$ cat src/rtl/imm_decode_sequencer_if.sv
// Handshake and bus signals between fetch, the sign-extender and execute
// for the immediate decode sequencer.
interface imm_decode_sequencer_if;
  localparam int unsigned XLEN   = 32;
  localparam int unsigned TYPE_W = 3;

  logic              in_valid;
  logic              in_ready;
  logic [XLEN-1:0]   in_inst;
  logic [XLEN-1:0]   sext_inst;
  logic [TYPE_W-1:0] sext_imm_type;
  logic [XLEN-1:0]   sext_imm;
  logic              out_valid;
  logic              out_ready;
  logic [XLEN-1:0]   out_inst;
  logic [TYPE_W-1:0] out_imm_type;
  logic [XLEN-1:0]   out_imm;
  logic              out_unsupported;

  modport slave (
    input  in_valid, in_inst, sext_imm, out_ready,
    output in_ready, sext_inst, sext_imm_type,
           out_valid, out_inst, out_imm_type, out_imm, out_unsupported
  );

  modport master (
    output in_valid, in_inst, sext_imm, out_ready,
    input  in_ready, sext_inst, sext_imm_type,
           out_valid, out_inst, out_imm_type, out_imm, out_unsupported
  );
endinterface

$ cat src/rtl/imm_decode_sequencer.sv
// Multi-cycle decode controller: classifies the opcode, drives the sign-extender
// for one cycle, and hands the registered bundle to execute.
module imm_decode_sequencer #(
  parameter int unsigned CNT_W = 16
) (
  input  logic                  clk,
  input  logic                  rst,
  imm_decode_sequencer_if.slave bus,
  output logic [CNT_W-1:0]      issued_cnt,
  output logic [CNT_W-1:0]      unsup_cnt
);
  localparam int unsigned XLEN   = 32;
  localparam int unsigned TYPE_W = 3;

  localparam logic [6:0] OP_LOAD  = 7'b0000011;
  localparam logic [6:0] OP_IMM   = 7'b0010011;
  localparam logic [6:0] OP_JALR  = 7'b1100111;
  localparam logic [6:0] OP_STORE = 7'b0100011;
  localparam logic [6:0] OP_OP    = 7'b0110011;

  localparam logic [TYPE_W-1:0] TYPE_I    = 3'b000;
  localparam logic [TYPE_W-1:0] TYPE_S    = 3'b001;
  localparam logic [TYPE_W-1:0] TYPE_NONE = 3'b010;

  localparam logic [CNT_W-1:0] CNT_MAX = '1;

  typedef enum logic [1:0] {
    S_IDLE = 2'd0,
    S_EXT  = 2'd1,
    S_HOLD = 2'd2
  } state_t;

  state_t state, state_nxt;

  logic [XLEN-1:0]   inst_q;
  logic [TYPE_W-1:0] type_q;
  logic              unsup_q;
  logic              out_valid_q;
  logic [XLEN-1:0]   out_inst_q;
  logic [TYPE_W-1:0] out_type_q;
  logic [XLEN-1:0]   out_imm_q;
  logic              out_unsup_q;
  logic [CNT_W-1:0]  issued_q;
  logic [CNT_W-1:0]  unsup_cnt_q;

  logic [TYPE_W-1:0] cls_type_c;
  logic              cls_unsup_c;
  logic              capture_c;
  logic              load_out_c;
  logic              ready_c;
  logic              retire_c;

  // Opcode classification of the incoming instruction
  always_comb begin
    cls_type_c  = TYPE_NONE;
    cls_unsup_c = 1'b0;
    case (bus.in_inst[6:0])
      OP_LOAD, OP_IMM, OP_JALR: cls_type_c = TYPE_I;
      OP_STORE:                 cls_type_c = TYPE_S;
      OP_OP:                    cls_type_c = TYPE_NONE;
      default:                  cls_unsup_c = 1'b1;
    endcase
  end

  always_ff @(posedge clk or negedge rst) begin
    if (!rst) state <= S_IDLE;
    else      state <= state_nxt;
  end

  always_comb begin
    state_nxt  = state;
    capture_c  = 1'b0;
    load_out_c = 1'b0;
    ready_c    = 1'b0;
    case (state)
      S_IDLE: begin
        ready_c = 1'b1;
        if (bus.in_valid) begin
          capture_c = 1'b1;
          state_nxt = S_EXT;
        end
      end
      S_EXT: begin
        load_out_c = 1'b1;
        state_nxt  = S_HOLD;
      end
      S_HOLD: begin
        // Upstream sees execute's ready so a retire can overlap the next capture
        ready_c = bus.out_ready;
        if (bus.out_ready) begin
          capture_c = bus.in_valid;
          state_nxt = bus.in_valid ? S_EXT : S_IDLE;
        end
      end
      default: state_nxt = S_IDLE;
    endcase
  end

  assign retire_c = out_valid_q & bus.out_ready;

  always_ff @(posedge clk or negedge rst) begin
    if (!rst) begin
      inst_q      <= '0;
      type_q      <= '0;
      unsup_q     <= 1'b0;
      out_valid_q <= 1'b0;
      out_inst_q  <= '0;
      out_type_q  <= '0;
      out_imm_q   <= '0;
      out_unsup_q <= 1'b0;
      issued_q    <= '0;
      unsup_cnt_q <= '0;
    end else begin
      if (capture_c) begin
        inst_q  <= bus.in_inst;
        type_q  <= cls_type_c;
        unsup_q <= cls_unsup_c;
      end
      if (load_out_c) begin
        out_valid_q <= 1'b1;
        out_inst_q  <= inst_q;
        out_type_q  <= type_q;
        out_imm_q   <= bus.sext_imm;
        out_unsup_q <= unsup_q;
      end else if (retire_c) begin
        out_valid_q <= 1'b0;
      end
      // Saturating debug counters
      if (retire_c) begin
        if (issued_q != CNT_MAX) issued_q <= issued_q + CNT_W'(1);
        if (out_unsup_q && (unsup_cnt_q != CNT_MAX)) unsup_cnt_q <= unsup_cnt_q + CNT_W'(1);
      end
    end
  end

  // in_ready is forced low while reset is asserted so every output reads 0
  assign bus.in_ready        = rst & ready_c;
  assign bus.sext_inst       = inst_q;
  assign bus.sext_imm_type   = type_q;
  assign bus.out_valid       = out_valid_q;
  assign bus.out_inst        = out_inst_q;
  assign bus.out_imm_type    = out_type_q;
  assign bus.out_imm         = out_imm_q;
  assign bus.out_unsupported = out_unsup_q;
  assign issued_cnt          = issued_q;
  assign unsup_cnt           = unsup_cnt_q;
endmodule

$ cat src/flat_wrapper.sv
// flat-port wrapper written by rule: the top's interface ports become plain ports
module imm_decode_sequencer_flat 
#(
  parameter int unsigned CNT_W = 16
)
  (clk, rst, issued_cnt, unsup_cnt, bus_in_valid, bus_in_inst, bus_sext_imm, bus_out_ready, bus_in_ready, bus_sext_inst, bus_sext_imm_type, bus_out_valid, bus_out_inst, bus_out_imm_type, bus_out_imm, bus_out_unsupported);
  imm_decode_sequencer_if bus_i ();
  input  logic clk;
  input  logic rst;
  output logic [CNT_W-1:0] issued_cnt;
  output logic [CNT_W-1:0] unsup_cnt;
  input wire logic [$bits(bus_i.in_valid)-1:0] bus_in_valid;
  input wire logic [$bits(bus_i.in_inst)-1:0] bus_in_inst;
  input wire logic [$bits(bus_i.sext_imm)-1:0] bus_sext_imm;
  input wire logic [$bits(bus_i.out_ready)-1:0] bus_out_ready;
  output wire logic [$bits(bus_i.in_ready)-1:0] bus_in_ready;
  output wire logic [$bits(bus_i.sext_inst)-1:0] bus_sext_inst;
  output wire logic [$bits(bus_i.sext_imm_type)-1:0] bus_sext_imm_type;
  output wire logic [$bits(bus_i.out_valid)-1:0] bus_out_valid;
  output wire logic [$bits(bus_i.out_inst)-1:0] bus_out_inst;
  output wire logic [$bits(bus_i.out_imm_type)-1:0] bus_out_imm_type;
  output wire logic [$bits(bus_i.out_imm)-1:0] bus_out_imm;
  output wire logic [$bits(bus_i.out_unsupported)-1:0] bus_out_unsupported;
  assign bus_i.in_valid = bus_in_valid;
  assign bus_i.in_inst = bus_in_inst;
  assign bus_i.sext_imm = bus_sext_imm;
  assign bus_i.out_ready = bus_out_ready;
  assign bus_in_ready = bus_i.in_ready;
  assign bus_sext_inst = bus_i.sext_inst;
  assign bus_sext_imm_type = bus_i.sext_imm_type;
  assign bus_out_valid = bus_i.out_valid;
  assign bus_out_inst = bus_i.out_inst;
  assign bus_out_imm_type = bus_i.out_imm_type;
  assign bus_out_imm = bus_i.out_imm;
  assign bus_out_unsupported = bus_i.out_unsupported;
  imm_decode_sequencer #(.CNT_W(CNT_W)) u_core (.clk(clk), .rst(rst), .bus(bus_i), .issued_cnt(issued_cnt), .unsup_cnt(unsup_cnt));
endmodule
$ cat config.mk
export PLATFORM = sky130hd
export DESIGN_NAME = imm_decode_sequencer_flat
export DESIGN_NICKNAME = d
export VERILOG_FILES = /design/src/rtl/imm_decode_sequencer_if.sv /design/src/rtl/imm_decode_sequencer.sv /design/src/flat_wrapper.sv
export SDC_FILE = /design/constraint.sdc
export NUM_CORES = 1
export LEC_CHECK = 0
export BUFFER_PORTS_ARGS = -buffer_cell sky130_fd_sc_hd__clkbuf_2
export CORE_MARGIN = 2
export CORE_UTILIZATION = 45
export DETAILED_ROUTE_END_ITERATION = 12
export GPL_ROUTABILITY_DRIVEN = 0
export GPL_TIMING_DRIVEN = 0
export PLACE_DENSITY = 0.74
export SLEW_MARGIN = 25
export SYNTH_ARGS = -nofsm -noshare
export SYNTH_HDL_FRONTEND = slang
export SYNTH_SLANG_ARGS = --single-unit
$ cat constraint.sdc
create_clock -name clk -period 2.6 [get_ports clk]
set_input_delay 0.78 -clock clk [delete_from_list [all_inputs] [get_ports clk]]
set_output_delay 0.78 -clock clk [all_outputs]
set_load 0.02 [all_outputs]
==> metrics.yaml <==
sta:
  hold_violations: 0
  rsz0062_at_grt: "no"
  slew_headroom: 0.583
  setup_violations: 0
  period_share: 0.923
  whs_ns: 0.235
  finalClockSkew_ns: 0.00491
  fmax_mhz: 417
  tightest_slew_ns: 0.626
  period_needed_ns: 2.40
  final_max_slew_viol_count: 0
power_and_ir_drop:
  leakage_nw: 3.98
  irDropWorstVdd_mv: 0.597
  power.density_nw_per_um2: 1120
  finalPower_mw: 8.42
cts:
  clk_latency_ns: 0.41
  cts-root-buf: "clkbuf_16"
  cts_buffer_depth: 2
  clock_sinks: 137
  cts.hold.buffers_added: 0
  clk_pin_slew_ns: 0.06
  cts_setup_buffers: 0
  tritoncts: "yes"
  cts_htree_levels: 4
  cts_buffers: 17
global_routing:
  grt_antenna_before_repair: 0
  grt_pass1_wl_mm: 22.2
  gr-usage-all-layers: 0.215
  grt-ovfl-total: 0
  first_global_vias: 4553
  grt_max_degree: 68
routing:
  drc: 0
  routed_via_density: 4.94
  dr.pass1.iters: 4
  drtIter0Drc: 309
  vias: 4600
  routed_wl_mm: 13.9
  wl_per_cell_um: 14.9
  antenna_left: 0
synth:
  ys_warn_count: 0
  netlist.area_leader.share: 0.615
  synth_flop_cell: "dfrtp_1"
  synth_edf_count: 0
  async_reset_ff_frac: 1.00
  postSynthCellCount: 526
  synth.most_common_cell: "nand2_1"
  synth_cell_type_count: 41
  synthTopCellsByCount: "nand2_1 (213), dfrtp_1 (137), mux2_2 (34)"
  synth_area_leaders: "dfrtp_1 (62%), nand2_1 (14%), mux2_2 (6.9%)"
  synth_top_cell_by_area: "dfrtp_1"
  ys_seq_area_frac: 0.615
  ys_ff_latch: 137
  syn_avg_cell_area_sq_um: 10.6
  synthesis.area_sq_um: 5570
setup_path:
  start_kind: "primary input"
  critPathKind: "in2out"
  crit_arrival_ns: 1.62
  cp_cell_sequence: "clkbuf_16, buf_16, and3b_1, clkbuf_2"
  end_kind: "output pin"
  worst_path_largest_cell_delay_ns: 0.23
  cp.required_ns: 1.82
  cp_slowest_cell: "buf_16"
  path_max_fanout: 37
floorplan:
  rows: 40
  initial_core_util: 0.462
  die_h_um: 115
  die_x_um: 115
  die-area_sq_um: 13300
  core_sq_um: 12100
  io_pins: 205
layout:
  nFillCells: 994
  drive_gt1_frac: 0.372
  design_area_sq_um: 7510
  diodes: 0
  finalNetCount: 821
  area_growth_pct: 34.9
  postLayoutCoreUtil: 0.623
  fin_cells: 932
placed_design:
  dp_hpwl_mm: 9.92
  placement.cell_area_sq_um: 6830
  io_buffers: 202
  place_inst: 898
run:
  drv_cap: 0
worst_hold_path:
  hp-class: "in2async"
run_status:
  outcome: "completed"
## logic make-up (layout without fill, tap and decap cells)
group	count (synthesis)	count (layout)	synth area share
AO/OA/AOI/OAI	13	13	0.0146
XOR/XNOR	27	27	0.0425
adder cells (fa/ha/maj)	2	2	0.00449
buffers and inverters	24	261	0.0184
flip-flops	137	137	0.615
multiplexers	36	36	0.0734
other	1	2	0.000673
AND/OR/NAND/NOR	286	286	0.230
## metrics by stage
| stage | TNS (ns) | worst slack [ns] |
|---|---|---|
| floorplan | 0 | 0.662 |
| global placement | -187.96 | -2.05 |
| detailed placement | -0.259 | -0.259 |
| CTS | 0 | 0.0524 |
| global route | 0 | 0.0875 |
| finish | 0 | 0.200 |
## repair_timing
action                                  in CTS  in global routing
resized for setup                            1                  0
hold endpoints to repair                     0                  0
endpoints found under the setup margin       1                  1
gates cloned                                 1                  1
## final cells by class
type | instances | area, sq um | share of cell area
timing repair buffer | 205 | 1100 | 0.147
multi-input combinational | 366 | 2040 | 0.272
clock buffer | 19 | 453 | 0.0603
buffer | 21 | 91.3 | 0.0122
inverter | 3 | 11.3 | 0.00150
clock inverter | 13 | 175 | 0.0233
tap | 168 | 210 | 0.0280
sequential | 137 | 3430 | 0.456
## metal layers
| layer | vias up | track usage | share of wire | wire length [um] |
|---|---|---|---|---|
| met4 | 0 | 0.0876 | 0.021 | 288 |
| li1 | 2194 | - | - | - |
| met2 | 183 | 0.348 | 0.48 | 6640 |
| met1 | 2194 | 0.263 | 0.41 | 5730 |
| met5 | - | 0 | 0 | 0 |
| met3 | 29 | 0.0775 | 0.087 | 1210 |
## critical path: cells and delay by family
family	cells	cell delay (ns)
buffers and inverters	3	0.62
AND/OR/NAND/NOR	1	0.19
## sequential cells by signal (all words and copies together) (netlist names), 2 cells and up
signal and cells:
u_core.state 2, u_core.bus.sext_inst 32, u_core.bus.out_imm_type 2, u_core.bus.sext_imm_type 2, u_core.bus.out_inst 32, u_core.bus.out_imm 32
u_core.issued_cnt 16, u_core.unsup_cnt 16
## power by group
group	internal [mW]	switching (mW)	total, mW
Clock	1.65	0.887	2.53
Combinational	0.891	1.69	2.58
Sequential	2.80	0.514	3.31
Total	5.33	3.09	8.42
## final timing paths
check	depth (start not counted)	slack (ns)	to	startpoint
setup / recovery	4	0.20	bus_in_ready	rst
hold / removal	1	0.24	u_core.bus.out_inst[4]$_DFFE_PN0P_	rst
setup reg to reg	5	0.71	u_core.bus.out_imm[21]$_DFFE_PN0P_	u_core.state[0]$_DFFE_PN0P_
hold reg to reg	2	0.47	u_core.bus.out_inst[8]$_DFFE_PN0P_	u_core.bus.out_inst[8]$_DFFE_PN0P_
max in group asynchronous	2	1.80	u_core.issued_cnt[0]$_DFFE_PN0P_	rst
min in group clk	2	0.47	u_core.bus.out_inst[8]$_DFFE_PN0P_	u_core.bus.out_inst[8]$_DFFE_PN0P_
## cells in the final DEF (no fill, tap or decap), types with 6 or more instances in the layout
master	count
xor2_1	8
mux2_2	34
clkbuf_16	18
clkinv_2	6
nand4_1	19
xnor2_1	19
nand2_1	213
clkbuf_2	201
nand3_1	12
dfrtp_1	137
nor3_1	7
nor2_1	6
clkbuf_1	11
No activity file was read; power rests on OpenSTA's default activity.
